$ cat src/rtl/z_display_driver.sv
// Two-digit multiplexed 7-segment driver for the 4-bit mode counter value Z.
// Leading zero is suppressed and the ones-digit dp marks odd values.
module z_display_driver #(
    parameter int REFRESH_DIV    = 4,
    parameter bit SEG_ACTIVE_LOW = 1'b1
) (
    input  logic       clk,
    input  logic       reset,
    input  logic [3:0] Z,
    input  logic       blank,
    output logic [6:0] seg,
    output logic [1:0] an,
    output logic       dp
);

    localparam int            CW      = (REFRESH_DIV > 2) ? $clog2(REFRESH_DIV) : 1;
    localparam logic [CW-1:0] CNT_MAX = CW'(REFRESH_DIV - 1);

    // Segment patterns are built active-low, then flipped once for polarity.
    localparam logic [6:0] SEG_OFF_AL = 7'h7F;
    localparam logic       DP_OFF_AL  = 1'b1;
    localparam logic [6:0] SEG_OFF    = SEG_ACTIVE_LOW ? SEG_OFF_AL : ~SEG_OFF_AL;
    localparam logic       DP_OFF     = SEG_ACTIVE_LOW ? DP_OFF_AL : ~DP_OFF_AL;

    typedef struct packed {
        logic [6:0] seg;
        logic [1:0] an;
        logic       dp;
    } disp_t;

    function automatic logic [6:0] encode(input logic [3:0] d);
        logic [6:0] s;
        case (d)
            4'd0:    s = 7'h40;
            4'd1:    s = 7'h79;
            4'd2:    s = 7'h24;
            4'd3:    s = 7'h30;
            4'd4:    s = 7'h19;
            4'd5:    s = 7'h12;
            4'd6:    s = 7'h02;
            4'd7:    s = 7'h78;
            4'd8:    s = 7'h00;
            4'd9:    s = 7'h10;
            default: s = 7'h7F;
        endcase
        return s;
    endfunction

    logic [3:0]    z_q;
    logic [CW-1:0] scan_cnt;
    logic          digit_sel;

    logic          tens;
    logic [3:0]    ones;
    disp_t         raw;
    disp_t         disp_nxt;

    always_comb begin
        tens = (z_q >= 4'd10);
        ones = z_q - (tens ? 4'd10 : 4'd0);
    end

    always_comb begin
        raw = '{seg: SEG_OFF_AL, an: 2'b11, dp: DP_OFF_AL};
        if (!blank) begin
            if (!digit_sel) begin
                raw.an  = 2'b10;
                raw.seg = encode(ones);
                raw.dp  = ~z_q[0];
            end else if (tens) begin
                raw.an  = 2'b01;
                raw.seg = encode(4'd1);
            end
        end
        disp_nxt     = raw;
        disp_nxt.seg = SEG_ACTIVE_LOW ? raw.seg : ~raw.seg;
        disp_nxt.dp  = SEG_ACTIVE_LOW ? raw.dp : ~raw.dp;
    end

    // Scan keeps running through blank so the phase never drifts.
    always_ff @(posedge clk) begin
        if (reset) begin
            z_q       <= '0;
            scan_cnt  <= '0;
            digit_sel <= 1'b0;
            seg       <= SEG_OFF;
            an        <= 2'b11;
            dp        <= DP_OFF;
        end else begin
            z_q <= Z;
            if (scan_cnt == CNT_MAX) begin
                scan_cnt  <= '0;
                digit_sel <= ~digit_sel;
            end else begin
                scan_cnt <= scan_cnt + CW'(1);
            end
            seg <= disp_nxt.seg;
            an  <= disp_nxt.an;
            dp  <= disp_nxt.dp;
        end
    end

endmodule

$ cat config.mk
export PLATFORM = sky130hd
export DESIGN_NAME = z_display_driver
export DESIGN_NICKNAME = d
export VERILOG_FILES = /design/src/rtl/z_display_driver.sv
export SDC_FILE = /design/constraint.sdc
export NUM_CORES = 1
export LEC_CHECK = 0
export ABC_CLOCK_PERIOD_IN_PS = 2700
export CORE_MARGIN = 2
export CORE_UTILIZATION = 45
export DETAILED_ROUTE_END_ITERATION = 10
export GPL_TIMING_DRIVEN = 0
export PLACE_DENSITY = 0.81
export SLEW_MARGIN = 20
export SYNTH_ARGS = -nofsm -noshare
export SYNTH_HDL_FRONTEND = slang
export SYNTH_SLANG_ARGS = --single-unit
$ cat constraint.sdc
create_clock -name clk -period 2.7 [get_ports clk]
set_input_delay 0.81 -clock clk [delete_from_list [all_inputs] [get_ports clk]]
set_output_delay 0.81 -clock clk [all_outputs]
set_load 0.05 [all_outputs]
Word-level counts from Yosys, hierarchy flattened
Memories as Yosys holds them, arrays and structs flattened.
Cells that the tools add are included.
- memory bits (read-only): 112
- memories kept: 1
- flip-flop bits (word level): 17
- output and inout port bits: 10
- input port bits: 7
- logic and storage cells: 21
- memory list (memory ; words ; bits a word ; read ports ; clocked after Yosys merged registers in ; wr ports ; RTL line ; source):
    (name not given) ; 16 ; 7 ; 1 ; 0 ; 0 ; 33 ; case (d)
- bitwise operators: 2
- mux-type cells: 3
- eq/ne operators: 1
- $lt $le $gt $ge: 1
- add/sub/neg operators: 2
- reduce and logical (&&, ||, !) cells: 4
- operators with widths (kind ; count):
    $mux 9 ; 1
    $reduce_or 3->1 ; 2
    $mux 5 ; 1
    $ge 4x4->1 const B ; 1
    $mux 4 ; 1
    $reduce_or 2->1 ; 2
    $sub 4x4->4 ; 1
    $add 2x1->2 const B ; 1
    $eq 2x2->1 const B ; 1
    $not 1->1 ; 2

Longest topological paths before layout
Gate-level depths: netlist of the first run.
An unclocked memory read counts as a cell.
- depth in word-level cells: 5
- depth in mapped cells: 7
- depth with buffers taken out: 7

Least setup slack after synthesis of the first run
OpenSTA, ideal clock, no wires.
- path type: input -> register
- from: in reset
- to: reg seg[2]
- path buffers: 1
- arrival: 1.697 ns
- required time: 2.585 ns
- setup time: 0.115 ns
- stages: 5
- setup slack: 0.887 ns
- cell sequence: clkbuf_2 > nor3_4 > inv_1 > a211o_1 > and3_1
- cells in the longest elaborated chain, start to end: 1
- RTL lines (what ; RTL line ; source):
    start, declared ; 8 ; input logic reset,
    $reduce_or 2->1 (no source line) ; -- ;
    end signal, assigned ; 97 ; seg <= disp_nxt.seg;
    end, declared ; 11 ; output logic [6:0] seg,
No other way between the ends.
A chain may end at the register's enable or synchronous reset.

Final worst setup path of the first run
- from: reg seg[0]
- to: out seg[0]
No word-level cell between the ends.

==> metrics, run 1 <==
R2R cell count=6; Seq cells post-synth=17; fin. max-slew vios=0; Inserted Clock Buffers=3; dpl cell area=943 sq um; wire length per cell=10.5 um; TritonRoute pass-1 iters=4; Pwr Total=0.550 mW; GRT Util Overall=0.129; placer congestion estimate=0.736; minimum clock period=2.21 ns; Worst Path Buf+Inv=1; HP Start=z_q[0]$_SDFF_PP0_; Setup Crit Path Kind=flop to primary output; largest net degree at the start of global routing=11; fin crit share=0.819; Worst EP required=1.89 ns; Clock Latency Late Sink=0.29 ns; Final Hold Viols=0; MaxCap Viol Count=0; Vias=563; Leak Pwr=0.409 nW; path type of the worst min-delay path=flop to flop; delay-heaviest family, CP=buffers and inverters; R2R Path Start=z_q[2]$_SDFF_PP0_; DP HPWL=919 um; share of the core filled with cells=0.623; CTS root buf=clkbuf_4; worst r2r dst=seg[6]$_SDFF_PP1_; count of cell types in the netlist=29; share of cells above drive strength 1=0.0968; Arr. time, crit path=1.40 ns; Reg2Reg Setup Slack=0.69 ns; slowest stage delay, CP=0.79 ns; vias in the first global route=507; CTS tree=yes; CTS clk-pin slew, worst paths=0.10 ns; worst hold stages=1; final setup TNS=0 ns; num ports=17; Worst path slowest cell=clkdlybuf4s50_1; Seq/Total Area, Yosys=0.440; area added between synthesis and finish=25.6%; DIE AREA=2070 sq um; Core ar.=1560 sq um; status=complete, no violations; PortBufs=15; setup repair bufs after CTS=0; routed wire length=1140 um; Final setup viols=0; clk sinks=17; residual DRC count=0; RSZ-0062 raised after global routing=no; top-count cell post-synth=dfxtp_1; Hold EP=dp$_SDFF_PP1_; initial antenna violation count=0; first-pass GRT wire length=1890 um; Syn Nets=89; CP startpoint kind=flop; Post-CTS Hold Buffers=0; cell area after synthesis=773 sq um; Die X=45.5 um; area leader, netlist=dfxtp_1; Die Ht=45.5 um; number of synthesized flops with an enable pin=0; Longest Clk Path Bufs=2; top_reg_cell synth=dfxtp_1; synth top area cells=dfxtp_1 44%, ha_1 13%, nor2b_1 4.9%; mean cell area of the mapped netlist=10.4 sq um; H-tree Lvls=1; slew margin rel.=0.670; gr ovfl total=0; crit-path cells=clkdlybuf4s50_1; fin area=971 sq um; FP Rows=14; Final #Nets=109; peak supply drop=0.369 mV; pwr/cell area=566 nW/um^2; Final ANT Viol Nets=0; fmax=452 MHz; Post-synth ARST share=0; crit path capture type=primary output; crit path max fanout=1; Synth top area share=0.440; Post-synth top cells=17 x dfxtp_1, 8 x ha_1, 6 x nor2b_1; clock skew=0.00108 ns; post_cts resized=0; cells after synthesis=74; synth warn=0; # diodes=0; Vias/cell=5.17; 1st-iter DRT viols=3; worst-margin pin slew=0.493 ns; Starting Density=0.496
placed cells by master (no fill, tap or decap), types with 3 or more instances in the layout:
cell / count
dfxtp_1: 17
nand2_1: 5
nor2b_1: 6
nor3_1: 3
inv_1: 5
o31ai_1: 3
clkbuf_4: 3
clkdlybuf4s50_1: 15
ha_1: 8
layout make-up:
cell class / instances / area (sq um)
plain buffers: 2 / 8.76
clock buffers: 3 / 22.5
clock inverters: 1 / 5.00
fillers: 129 / 588
inverters: 5 / 18.8
multi-input cells: 50 / 405
flip-flops and latches: 17 / 340
well taps: 16 / 20.0
repair buffers: 15 / 150
worst max path at each step:
stage / depth (start not counted) / endpoint / from
final: 1 / seg[0] / seg[0]$_SDFF_PP1_
after global routing: 1 / an[1] / an[1]$_SDFF_PP1_
after CTS: 1 / seg[0] / seg[0]$_SDFF_PP1_
after detailed placement: 5 / seg[2]$_SDFF_PP1_ / blank
after global placement: 5 / seg[2]$_SDFF_PP1_ / blank
after floorplan: 5 / seg[2]$_SDFF_PP1_ / reset
flip-flops by register name (all words and copies together), names as in the netlist:
| register | cells |
|---|---|
| scan_cnt | 2 |
| digit_sel | 1 |
| an | 2 |
| seg | 7 |
| dp | 1 |
| z_q | 4 |
through the flow:
stage	worst slack [ns]	hold WS (ns)	cells
floorplan	0.887	0.392	74
CTS	0.477	0.436	109
finish	0.487	0.435	109
detailed placement	0.392	0.416	105
global route	0.438	0.451	109
global placement	0.432	0.409	105
power breakdown:
part / leakage, nW / internal [mW] / switching [mW]
combinational: 0.250 / 0.0553 / 0.0810
sequential: 0.141 / 0.269 / 0.00832
clock: 0.0177 / 0.0551 / 0.0805
routing by layer:
metal	global-route usage	wire length (um)	vias to the layer above
li1	-	-	289
met1	0.140	469	253
met2	0.231	593	19
met3	0.0357	59	2
met4	0.0529	20	0
met5	0	0	-
cell families after synthesis:
kind of cell	share of synthesized area
multiplexers	0.0129
AND/OR/NAND/NOR	0.248
flip-flops	0.440
XOR/XNOR	0.0469
AO/OA/AOI/OAI	0.0874
buffers and inverters	0.0356
adder cells (fa/ha/maj)	0.129
Power figures use the tool's default switching activity.
==> inputs of run 2 (changes only) <==
ABC_CLOCK_PERIOD_IN_PS = 1900   (was 2700)
CORE_UTILIZATION = 43   (was 45)
clock period = 1.9 ns   (was 2.7 ns; I/O delays follow)
==> metrics, run 2 (synthesized netlist as in run 1, its figures left out) <==
Die Ht=46.4 um (+2.1%); share of cells above drive strength 1=0.137 (+0.0401); commonest non-fill, non-tap cell in the layout=dfxtp_1; status=complete, no violations; routed wire length=1170 um (+2.0%); Setup Crit Path Kind=flop to flop; fin. max-slew vios=0 (unchanged); slowest stage delay, CP=0.41 ns (-0.38 ns); crit path max fanout=7 (+6); Final #Nets=111 (+1.8%); met3 GRT Util=0.0745 (+0.0388); CTS tree=yes; TritonRoute pass-1 iters=4 (unchanged); Die X=46.4 um (+2.1%); Largest Register=seg; DP HPWL=882 um (-4.1%); pwr/cell area=774 nW/um^2 (+37%); clk sinks=17 (unchanged); CP startpoint kind=flop; busiest grt layer=met2; Clock Latency Late Sink=0.29 ns (about the same); Cell Count, Final, Fillers Out=120 (+10%); Core ar.=1710 sq um (+9.6%); num ports=17 (unchanged); Final setup viols=0 (unchanged); Global Route met2 Usage=0.211 (-0.0199); number of flip-flops under the largest register name=7 (unchanged); minimum clock period=1.81 ns; PortBufs=15 (unchanged); DIE AREA=2150 sq um (+4.2%); M1 GR Usage=0.130 (-0.00967); Worst path slowest cell=ha_2; biggest regs=seg (7), z_q (4); Vias/cell=4.83 (-6.4%); Vias=580 (+3.0%); wire length per cell=9.72 um (-7.3%); residual DRC count=0 (unchanged); first-pass GRT wire length=1940 um (+2.5%); H-tree Lvls=1 (unchanged); pre-CTS WS=-0.156 ns (-0.548 ns); area added between synthesis and finish=28.5%; largest net degree at the start of global routing=11 (unchanged); delay-heaviest family, CP=adder cells; worst-margin pin slew=0.490 ns (-0.00309 ns); peak supply drop=0.444 mV (+20%); final setup margin=0.0944 ns (-0.393 ns); fin crit share=0.950; Longest Clk Path Bufs=2 (unchanged); Final ANT Viol Nets=0 (unchanged); MaxCap Viol Count=0 (unchanged); # diodes=0 (unchanged); path type of the worst min-delay path=flop to flop; Arr. time, crit path=2.00 ns (+0.60 ns); Worst Path Buf+Inv=1 (unchanged); Final Hold Viols=0 (unchanged); GRT Util Overall=0.133 (+0.00441); gr ovfl total=0 (unchanged); placer congestion estimate=0.736 (about the same); Fillers=156 (+21%); crit-path cells=o21a_1 -> ha_2 -> inv_1 -> ha_1 -> a211o_1 -> and3_1; leading cell types in the layout, fill and taps excluded=17 x dfxtp_1, 10 x dlygate4sd2_1, 7 x ha_1; crit path capture type=flop; fmax=554 MHz; initial antenna violation count=0 (unchanged); CTS clk-pin slew, worst paths=0.08 ns (-0.02 ns); slew margin rel.=0.674 (+0.00439); # placed instances=114 (+8.6%); clock skew=0.000673 ns (-0.000407 ns); Starting Density=0.453 (-0.0432); CTS root buf=clkbuf_4; vias in the first global route=499 (-1.6%); Leak Pwr=0.408 nW (-0.29%); 1st-iter DRT viols=8 (+5); Inserted Clock Buffers=3 (unchanged); Pwr Total=0.769 mW (+40%); FP Rows=15 (+1); final setup TNS=0 ns (unchanged); Worst EP required=2.09 ns (+0.20 ns); Post-CTS Hold Buffers=0 (unchanged)
## run 2: changes by cell type in the layout (fill, tap and decap cells not counted), sizes merged
cell | previous run | this run
dlygate4sd2 | 0 | 10
buf | 0 | 2
clkdlybuf4s50 | 15 | 5
clkinv | 1 | 0
clkbuf | 5 | 6
## run 2: stage by stage
| step | hold WS [ns] | area (sq um) | utilization |
|---|---|---|---|
| after floorplan | 0.392 | 773 | - |
| after global routing | 0.451 | 993 | 0.582 |
| final | 0.427 | 993 | 0.582 |
| after detailed placement | 0.415 | 955 | 0.559 |
| after CTS | 0.428 | 970 | 0.568 |
| after global placement | 0.407 | 955 | 0.559 |
## run 2: final timing paths
kind,from,end,slack (ns),cells after the start
worst max-delay path,z_q[2]$_SDFF_PP0_,seg[2]$_SDFF_PP1_,0.09,6
worst min-delay path,scan_cnt[0]$_SDFF_PP0_,scan_cnt[0]$_SDFF_PP0_,0.43,1
worst max register to register,z_q[2]$_SDFF_PP0_,seg[2]$_SDFF_PP1_,0.09,6
worst min register to register,scan_cnt[0]$_SDFF_PP0_,scan_cnt[0]$_SDFF_PP0_,0.43,1
## run 2: repair_timing
action                                  4_1_cts  5_1_grt
endpoints found under the setup margin       12        5
pin swaps                                     0        1
setup buffers                                 0        2
resized for setup                            11        2
## run 2: cell type report
class | instances | area [sq um] | area share
Buffer | 2 | 10.0 | 0.0101
Tap cell | 25 | 31.3 | 0.0315
Timing Repair Buffer | 17 | 153 | 0.154
Multi-Input combinational cell | 50 | 414 | 0.417
Inverter | 5 | 18.8 | 0.0189
Sequential cell | 17 | 340 | 0.343
Clock buffer | 4 | 26.3 | 0.0264
## run 2: report_power, final
group / leakage (nW) / switching (mW) / internal [mW] / total [mW]
registers: 0.141 / 0.0112 / 0.383 / 0.394
clock network: 0.0150 / 0.102 / 0.0818 / 0.183
logic: 0.252 / 0.117 / 0.0746 / 0.192
total: 0.408 / 0.230 / 0.539 / 0.769
## run 2: per-layer routing
metal,part of all wire,routed length [um]
met1,0.39,459
met2,0.51,599
met3,0.069,80
met4,0.022,26
met5,0,0
